File: src/rtl/serial_tx_arbiter_if.sv
`default_nettype none
// ============================================================================
// Module   : serial_tx_arbiter_if
// Purpose  : Requester-side bus of the serial transmit arbiter.
// Revision : 1.0 - initial release
// ============================================================================
interface serial_tx_arbiter_if #(
    parameter int NREQ   = 4,
    parameter int DATA_W = 8
) ();
    logic [NREQ-1:0]        req;
    logic [NREQ*DATA_W-1:0] data;
    logic [NREQ-1:0]        gnt;
    logic [2:0]             owner;
    logic                   busy;
    logic                   done;
    logic                   txd;

    modport master (
        output req, data,
        input  gnt, owner, busy, done, txd
    );

    modport slave (
        input  req, data,
        output gnt, owner, busy, done, txd
    );
endinterface
`default_nettype wire

File: src/rtl/serial_tx_arbiter.sv
`default_nettype none
// ============================================================================
// Module   : serial_tx_arbiter
// Purpose  : Round-robin arbiter that serialises the winning requester's byte
//            onto one shared txd line (start, LSB-first data, stop).
// Revision : 1.0 - initial release
// ============================================================================
module serial_tx_arbiter #(
    parameter int NREQ       = 4,
    parameter int DATA_W     = 8,
    parameter int BIT_CYCLES = 1
) (
    input  logic               clk,
    input  logic               rst,
    serial_tx_arbiter_if.slave bus
);
    localparam int CNT_W = $clog2(BIT_CYCLES + 1);
    localparam int IDX_W = (DATA_W > 1) ? $clog2(DATA_W) : 1;
    localparam logic [CNT_W-1:0] c_CNT_LAST = CNT_W'(BIT_CYCLES - 1);
    localparam logic [IDX_W-1:0] c_IDX_LAST = IDX_W'(DATA_W - 1);
    localparam logic [2:0]       c_OWN_LAST = 3'(NREQ - 1);

    typedef enum logic [1:0] {
        S_IDLE  = 2'd0,
        S_START = 2'd1,
        S_DATA  = 2'd2,
        S_STOP  = 2'd3
    } state_t;

    state_t              r_state, w_state_nxt;
    logic [CNT_W-1:0]    r_cnt, w_cnt_nxt;
    logic [IDX_W-1:0]    r_idx, w_idx_nxt;
    logic [DATA_W-1:0]   r_sr, w_sr_nxt;
    logic [2:0]          r_ptr, w_ptr_nxt;
    logic [NREQ-1:0]     r_gnt, w_gnt_nxt;
    logic [2:0]          r_owner, w_owner_nxt;
    logic                r_busy, w_busy_nxt;
    logic                r_done, w_done_nxt;
    logic                r_txd, w_txd_nxt;

    logic [NREQ-1:0]     w_rot;
    logic                w_found;
    logic [2:0]          w_off;
    logic [3:0]          w_sum;
    logic [2:0]          w_win;
    logic [NREQ-1:0]     w_win_oh;
    logic [DATA_W-1:0]   w_win_data;
    logic                w_bit_end;
    logic [IDX_W-1:0]    w_idx_inc;

    // Rotate requests so bit 0 is the pointer position; the first set bit is the winner.
    always_comb begin
        w_rot   = NREQ'({bus.req, bus.req} >> r_ptr);
        w_found = 1'b0;
        w_off   = 3'd0;
        for (int i = 0; i < NREQ; i++) begin
            if (!w_found && w_rot[i]) begin
                w_found = 1'b1;
                w_off   = 3'(i);
            end
        end
        w_sum = 4'(r_ptr) + 4'(w_off);
        w_win = (w_sum >= 4'(NREQ)) ? 3'(w_sum - 4'(NREQ)) : w_sum[2:0];
    end

    always_comb begin
        w_win_oh   = '0;
        w_win_data = '0;
        for (int i = 0; i < NREQ; i++) begin
            if (w_win == 3'(i)) begin
                w_win_oh[i] = 1'b1;
                w_win_data  = bus.data[i*DATA_W +: DATA_W];
            end
        end
    end

    assign w_bit_end = (r_cnt == c_CNT_LAST);
    assign w_idx_inc = r_idx + IDX_W'(1);

    always_comb begin
        w_state_nxt = r_state;
        w_cnt_nxt   = r_cnt;
        w_idx_nxt   = r_idx;
        w_sr_nxt    = r_sr;
        w_ptr_nxt   = r_ptr;
        w_gnt_nxt   = '0;
        w_owner_nxt = r_owner;
        w_busy_nxt  = r_busy;
        w_done_nxt  = 1'b0;
        w_txd_nxt   = r_txd;
        case (r_state)
            S_IDLE: begin
                w_txd_nxt  = 1'b1;
                w_busy_nxt = 1'b0;
                if (w_found) begin
                    w_sr_nxt    = w_win_data;
                    w_gnt_nxt   = w_win_oh;
                    w_owner_nxt = w_win;
                    w_busy_nxt  = 1'b1;
                    w_txd_nxt   = 1'b0;
                    w_cnt_nxt   = '0;
                    w_idx_nxt   = '0;
                    w_state_nxt = S_START;
                end
            end
            S_START: begin
                if (w_bit_end) begin
                    w_cnt_nxt   = '0;
                    w_idx_nxt   = '0;
                    w_txd_nxt   = r_sr[0];
                    w_state_nxt = S_DATA;
                end else begin
                    w_cnt_nxt = r_cnt + CNT_W'(1);
                end
            end
            S_DATA: begin
                if (w_bit_end) begin
                    w_cnt_nxt = '0;
                    if (r_idx == c_IDX_LAST) begin
                        w_txd_nxt   = 1'b1;
                        w_state_nxt = S_STOP;
                    end else begin
                        w_idx_nxt = w_idx_inc;
                        w_txd_nxt = r_sr[w_idx_inc];
                    end
                end else begin
                    w_cnt_nxt = r_cnt + CNT_W'(1);
                end
            end
            S_STOP: begin
                if (w_bit_end) begin
                    w_cnt_nxt   = '0;
                    w_done_nxt  = 1'b1;
                    w_busy_nxt  = 1'b0;
                    // Pointer advances only here, so withdrawn requests never move it.
                    w_ptr_nxt   = (r_owner == c_OWN_LAST) ? 3'd0 : r_owner + 3'd1;
                    w_state_nxt = S_IDLE;
                end else begin
                    w_cnt_nxt = r_cnt + CNT_W'(1);
                end
            end
            default: begin
                w_state_nxt = S_IDLE;
            end
        endcase
    end

    always_ff @(posedge clk) begin
        if (rst) begin
            r_state <= S_IDLE;
            r_cnt   <= '0;
            r_idx   <= '0;
            r_sr    <= '0;
            r_ptr   <= 3'd0;
            r_gnt   <= '0;
            r_owner <= 3'd0;
            r_busy  <= 1'b0;
            r_done  <= 1'b0;
            r_txd   <= 1'b1;
        end else begin
            r_state <= w_state_nxt;
            r_cnt   <= w_cnt_nxt;
            r_idx   <= w_idx_nxt;
            r_sr    <= w_sr_nxt;
            r_ptr   <= w_ptr_nxt;
            r_gnt   <= w_gnt_nxt;
            r_owner <= w_owner_nxt;
            r_busy  <= w_busy_nxt;
            r_done  <= w_done_nxt;
            r_txd   <= w_txd_nxt;
        end
    end

    assign bus.gnt   = r_gnt;
    assign bus.owner = r_owner;
    assign bus.busy  = r_busy;
    assign bus.done  = r_done;
    assign bus.txd   = r_txd;
endmodule
`default_nettype wire
File: src/flat_wrapper.sv
// flat-port wrapper written by rule: the top's interface ports become plain ports
module serial_tx_arbiter_flat 
#(
    parameter int NREQ       = 4,
    parameter int DATA_W     = 8,
    parameter int BIT_CYCLES = 1
)
  (clk, rst, bus_req, bus_data, bus_gnt, bus_owner, bus_busy, bus_done, bus_txd);
  serial_tx_arbiter_if #(.NREQ(NREQ), .DATA_W(DATA_W)) bus_i ();
  input  logic clk;
  input  logic rst;
  input wire logic [$bits(bus_i.req)-1:0] bus_req;
  input wire logic [$bits(bus_i.data)-1:0] bus_data;
  output wire logic [$bits(bus_i.gnt)-1:0] bus_gnt;
  output wire logic [$bits(bus_i.owner)-1:0] bus_owner;
  output wire logic [$bits(bus_i.busy)-1:0] bus_busy;
  output wire logic [$bits(bus_i.done)-1:0] bus_done;
  output wire logic [$bits(bus_i.txd)-1:0] bus_txd;
  assign bus_i.req = bus_req;
  assign bus_i.data = bus_data;
  assign bus_gnt = bus_i.gnt;
  assign bus_owner = bus_i.owner;
  assign bus_busy = bus_i.busy;
  assign bus_done = bus_i.done;
  assign bus_txd = bus_i.txd;
  serial_tx_arbiter #(.NREQ(NREQ), .DATA_W(DATA_W), .BIT_CYCLES(BIT_CYCLES)) u_core (.clk(clk), .rst(rst), .bus(bus_i));
endmodule
File: config.mk
export PLATFORM = sky130hd
export DESIGN_NAME = serial_tx_arbiter_flat
export DESIGN_NICKNAME = d
export VERILOG_FILES = /design/src/rtl/serial_tx_arbiter_if.sv /design/src/rtl/serial_tx_arbiter.sv /design/src/flat_wrapper.sv
export SDC_FILE = /design/constraint.sdc
export NUM_CORES = 1
export LEC_CHECK = 0
export BUFFER_PORTS_ARGS = -buffer_cell sky130_fd_sc_hd__buf_2
export CAP_MARGIN = 20
export CORE_ASPECT_RATIO = 2
export CORE_MARGIN = 5
export CORE_UTILIZATION = 56
export CTS_CLUSTER_DIAMETER = 100
export DETAILED_ROUTE_END_ITERATION = 16
export GPL_TIMING_DRIVEN = 0
export PLACE_DENSITY = 0.85
export SLEW_MARGIN = 20
export SYNTH_ARGS = -nofsm -noshare
export SYNTH_HDL_FRONTEND = slang
export SYNTH_SLANG_ARGS = --single-unit
export TNS_END_PERCENT = 100
File: constraint.sdc
create_clock -name clk -period 4.7 [get_ports clk]
set_input_delay 1.175 -clock clk [delete_from_list [all_inputs] [get_ports clk]]
set_output_delay 1.175 -clock clk [all_outputs]
set_load 0.05 [all_outputs]
Yosys cells after proc, flatten, opt, wreduce, memory -nomap -nowiden
Index checks and enable logic that the tools add are counted.

Bitwise operators: 4. Shifts and indexed selects: 1. Equal/unequal tests: 14. Reduce and logical (&&, ||, !) cells: 19. $add $sub $neg: 5. $lt $le $gt $ge: 2. Mux-type cells: 42.

Operator list (count): 8-bit 2-to-1 mux (4); 1-bit 2-to-1 mux (19); 3-bit 2-to-1 mux (6); 2-bit 2-to-1 mux (7); 5-bit AND reduction (2); 3-bit by 2-bit == test with 1-bit output, second input constant (3); 3-bit one-hot mux with 3 select lines (1); 2-bit != test, second input constant (4); 2-bit one-hot mux with 4 select lines (1); 8-bit by 3-bit right shift with 4-bit output (1); 3-bit by 1-bit adder with 3-bit output, second input constant (2); 2-bit AND reduction (3); 3-bit OR reduction (2); 3-bit by 2-bit adder with 4-bit output (1); 2-bit == test, second input constant (2); 4-bit by 3-bit >= comparator with 1-bit output, second input constant (1); 3-bit by 4-bit less-than comparator with 1-bit output, second input constant (1); 2-bit by 1-bit != test with 1-bit output, second input constant (2); 1-bit inverter (4); 1-bit one-hot mux with 2 select lines (2); 1-bit binary-select mux with 3-bit select (1); 3-bit by 1-bit == test with 1-bit output, second input constant (1); 3-bit == test, second input constant (1); 1-bit logical AND (3); other kinds (11) (13).

Output and inout bits: 10. Word-level logic and storage cells: 97. Register bits after elaboration: 27.

Longest topological paths before layout
Depth in word-level cells: 19. Depth in mapped cells: 12. Gate-level depth less buffers: 10.

Worst setup path before layout
No wires, ideal clock.

Path kind: input to register. Start: input bus_req[2]. End: register u_core.r_sr[3]. Setup time: 0.119 ns. Slack: 1.291 ns. Stages: 10. Data arrival time: 3.290 ns. Path through: or2b_1 > a21boi_0 > o21ai_0 > a31oi_1 > ha_1 > fa_1 > clkbuf_1 > mux4_2 > nand2_1 > mux2i_1.

Word-level cells in the longest chain between the ends: 19.

RTL lines: start: declaration (line flat_wrapper.sv:12) `input wire logic [$bits(bus_i.req)-1:0] bus_req;`; 8-bit by 3-bit right shift with 4-bit output * (line serial_tx_arbiter.sv:53) `w_rot = NREQ'({bus.req, bus.req} >> r_ptr);`; 1-bit 2-to-1 mux (line serial_tx_arbiter.sv:57) `if (!w_found && w_rot[i]) begin`; 1-bit logical NOT (line serial_tx_arbiter.sv:57); 1-bit logical AND (line serial_tx_arbiter.sv:57); 1-bit 2-to-1 mux (line serial_tx_arbiter.sv:57); 1-bit logical NOT (line serial_tx_arbiter.sv:57); 1-bit logical AND (line serial_tx_arbiter.sv:57); 1-bit 2-to-1 mux (line serial_tx_arbiter.sv:57); (+2 left out); 2-bit 2-to-1 mux * (line serial_tx_arbiter.sv:57); 3-bit by 2-bit adder with 4-bit output * (line serial_tx_arbiter.sv:62) `w_sum = 4'(r_ptr) + 4'(w_off);`; via u_core.w_sum[1] (line serial_tx_arbiter.sv:44) `logic [3:0] w_sum;`; 4-bit by 3-bit >= comparator with 1-bit output or 3-bit subtractor (tied branches) (line serial_tx_arbiter.sv:63) `w_win = (w_sum >= 4'(NREQ)) ? 3'(w_sum - 4'(NREQ)) : w_sum[2:0];`; 3-bit 2-to-1 mux * (line serial_tx_arbiter.sv:63); 3-bit logical NOT (line serial_tx_arbiter.sv:70) `if (w_win == 3'(i)) begin`; 8-bit 2-to-1 mux (3 in series) (line serial_tx_arbiter.sv:70); 8-bit 2-to-1 mux * (line serial_tx_arbiter.sv:70); end signal: assignment (line serial_tx_arbiter.sv:164) `r_sr <= w_sr_nxt;`; end: declaration (line serial_tx_arbiter.sv:33) `logic [DATA_W-1:0] r_sr, w_sr_nxt;`.

The timed path passes the listed nets; every way through them passes the cells marked *. A chain may end at the register's enable or synchronous reset.

Worst setup path after layout
Start: input bus_req[2]. End: register u_core.r_sr[6].

The elaborated chain is that of the path after synthesis.

==> metrics <==
sequential power share=0.322; Residual DRC=0; Area Overhead vs Synth=19.4%; clk_skew=0.00424 ns; Synth area leader=dfxtp_1; Max Cap Viol=0; Final Cycle Share=0.769; 1st-iter DRT viols=50; CTS root buffer=clkbuf_8; largest net degree at the start of global routing=15; share of total power in the clock network=0.146; Synth Area in Compound Gates=0.153; IO Count=48; Crit path required time=4.86 ns; worst vdd ir=0.285 mV; diode count=0; Final #Nets=274; initial antenna violation count=0; # setup viols final=0; Non-Filler Instances=255; CP Class=primary input to register; adder-cell share of the synthesized area=0.0786; Psw=415 µW; Critical Path Max Stage Delay=0.62 ns; Most used DFF post-synth=dfxtp_1; Sw Share=0.415; Slew headroom=0.674; Synth area leaders=dfxtp_1 (31%), mux2i_1 (11%), mux4_2 (11%), nand2_1 (7.1%), ha_1 (6.7%); total gr overflow=0; Die Ht=87.6 µm; Longest Clk Path Bufs=2; Final min period=3.62 ns; final wirelength=4250 µm; max-slew violations=0; Final ANT Viol Nets=0; # Post-CTS Setup Buffers=0; Worst-Skew Late Latency=0.27 ns; status=finished clean; post-CTS sizing=0; hold buffers post-CTS=0; post-DR wirelength/cell=16.7 µm; Chip Width=48.8 µm; vias in the first global route=1634; setup ws final=1.08 ns; die area=0.00428 mm²; initial core utilization=0.574; most frequent cell after synthesis=nand2_1; EDFF count, synth=0; P per Cell Area=496 mW/mm²; RSZ-0062 raised after global routing=no; dpl cells=251; Core Area=0.00294 mm²; vias per cell=5.95; Syn Std Cell Area=0.00169 mm²; Syn Area/Cell=9.70 µm²; GRT Total Usage=0.213; final setup TNS=0 ns; global-route wire length before repair=7260 µm; Combinational Power Share=0.531; f_max=0.277 GHz; clock slew at reported path FFs=0.09 ns; Post-synth top cells=nand2_1 (32), dfxtp_1 (26), mux2i_1 (18), ha_1 (9); Worst Tran Pin Value=0.488 ns; via total after detailed routing=1518; TritonCTS clock tree=done; type of origin of the critical path=primary input; leak pwr=0.909 nW; worst hold path class=register to register; Cells after Synth=174; clock sink total=26; Yosys warnings=0; pre-CTS WS=0.820 ns; Internal Dissipation=585 µW; Syn Nets=222; DR pass1 iterations=4; flop and latch count out of synthesis=26; slowest CP cell=fa_1; CP max FO=10; RePlAce Congestion=0.896; TritonCTS Buffers=3; Simple-Gate Fraction of Synth Area=0.177; IO Port Bufs=47; ys async rst share=0; distinct cell type count after synthesis=48; Yosys top cell area share=0.308; WP data arrival=3.78 ns; share of cells above drive strength 1=0.316; Max H-tree Level=1; Site Rows=28; post-synthesis mux area share=0.229; XOR/XNOR share of the synthesized area=0; hpwl dp=3480 µm; Final Hold Fails=0; CP Cell Sequence=buf_2, or2b_1, a21boi_0, o21ai_0, a31oi_1, ha_1, fa_1, clkbuf_1, mux4_2, nand2_1, mux2i_1; crit path capture type=register; largest family of logic cells by synthesized area=multiplexers; sequential share of the synthesized area=0.308
[kinds of logic (layout without fill, tap and decap cells)]
logic type,Yosys count,in the layout
compound gates,31,31
fa+ha+maj,10,10
buf+inv,18,69
flops,26,26
mux,27,27
simple gates,62,62
[routing by layer]
metal | up-vias | part of all wire | wire, µm | GRT usage
li1 | 730 | - | - | -
met1 | 719 | 0.37 | 1570 | 0.220
met2 | 53 | 0.55 | 2330 | 0.405
met3 | 16 | 0.038 | 161 | 0.0256
met4 | 0 | 0.043 | 185 | 0.118
met5 | - | 0 | 0 | 0
[layout make-up]
class,instances,area [µm²]
Fill cell,252,927
Multi-Input combinational cell,130,1080
Buffer,9,57.6
Inverter,9,33.8
Clock buffer,4,55.1
Tap cell,30,37.5
Timing Repair Buffer,47,235
Sequential cell,26,520
[layout by cell type (no fill, tap or decap), drive strengths merged, types with 2 or more instances in the layout]
master and n:
mux4 9, nand2b 6, mux2i 18, o31ai 4, nand3 4, a311oi 2, o32ai 2, clkbuf 8
inv 8, o21bai 2, and4b 2, dfxtp 26, ha 9, nand3b 2, o21ai 2, nor2b 3
buf 50, o31a 2, nor2 8, nand2 32, a21oi 5, o22ai 2
[worst max-delay path, delay by kind of cell]
family | cells | cell delay (ns)
AND/OR/NAND/NOR | 2 | 0.32
adder cells (fa/ha/maj) | 2 | 0.86
multiplexers | 2 | 0.46
buffers and inverters | 2 | 0.50
AO/OA/AOI/OAI | 3 | 0.44
[stage by stage]
step | hold slack [ns] | power [mW] | instance area, µm² | utilization
2_1_floorplan | 0.437 | 0.738 | 1690 | -
4_1_cts | 0.471 | 1.00 | 2020 | 0.685
5_1_grt | 0.490 | 1.06 | 2020 | 0.685
3_5_place_dp | 0.458 | 0.856 | 1960 | 0.666
3_3_place_gp | 0.445 | 0.841 | 1960 | 0.666
6_report | 0.470 | 1.00 | 2020 | 0.685
[sequential cells by signal (all words and copies together), names as in the netlist]
name	flops
u_core.bus.busy	1
u_core.bus.done	1
u_core.bus.gnt	4
u_core.bus.owner	3
u_core.bus.txd	1
u_core.r_idx	3
u_core.r_ptr	3
u_core.r_sr	8
u_core.r_state	2
[final timing paths]
check	startpoint	to	slack, ns	depth (start not counted)
hold / removal	u_core.r_sr[6]	u_core.r_sr[6]	0.47	2
hold reg to reg	u_core.r_sr[6]	u_core.r_sr[6]	0.47	2
setup reg to reg	u_core.r_ptr[0]	u_core.r_sr[6]	1.54	10
setup / recovery	bus_req[2]	u_core.r_sr[6]	1.08	11
[power by group through the flow]
stage                     Sequential (mW)  Combinational [mW]  Clock, mW
after floorplan                     0.392               0.345          0
after global placement              0.324               0.517          0
after detailed placement            0.327               0.529          0
after CTS                           0.322               0.531      0.147
after global routing                0.329               0.576      0.158
final                               0.322               0.531      0.146
No activity file was read; power rests on OpenSTA's default activity.
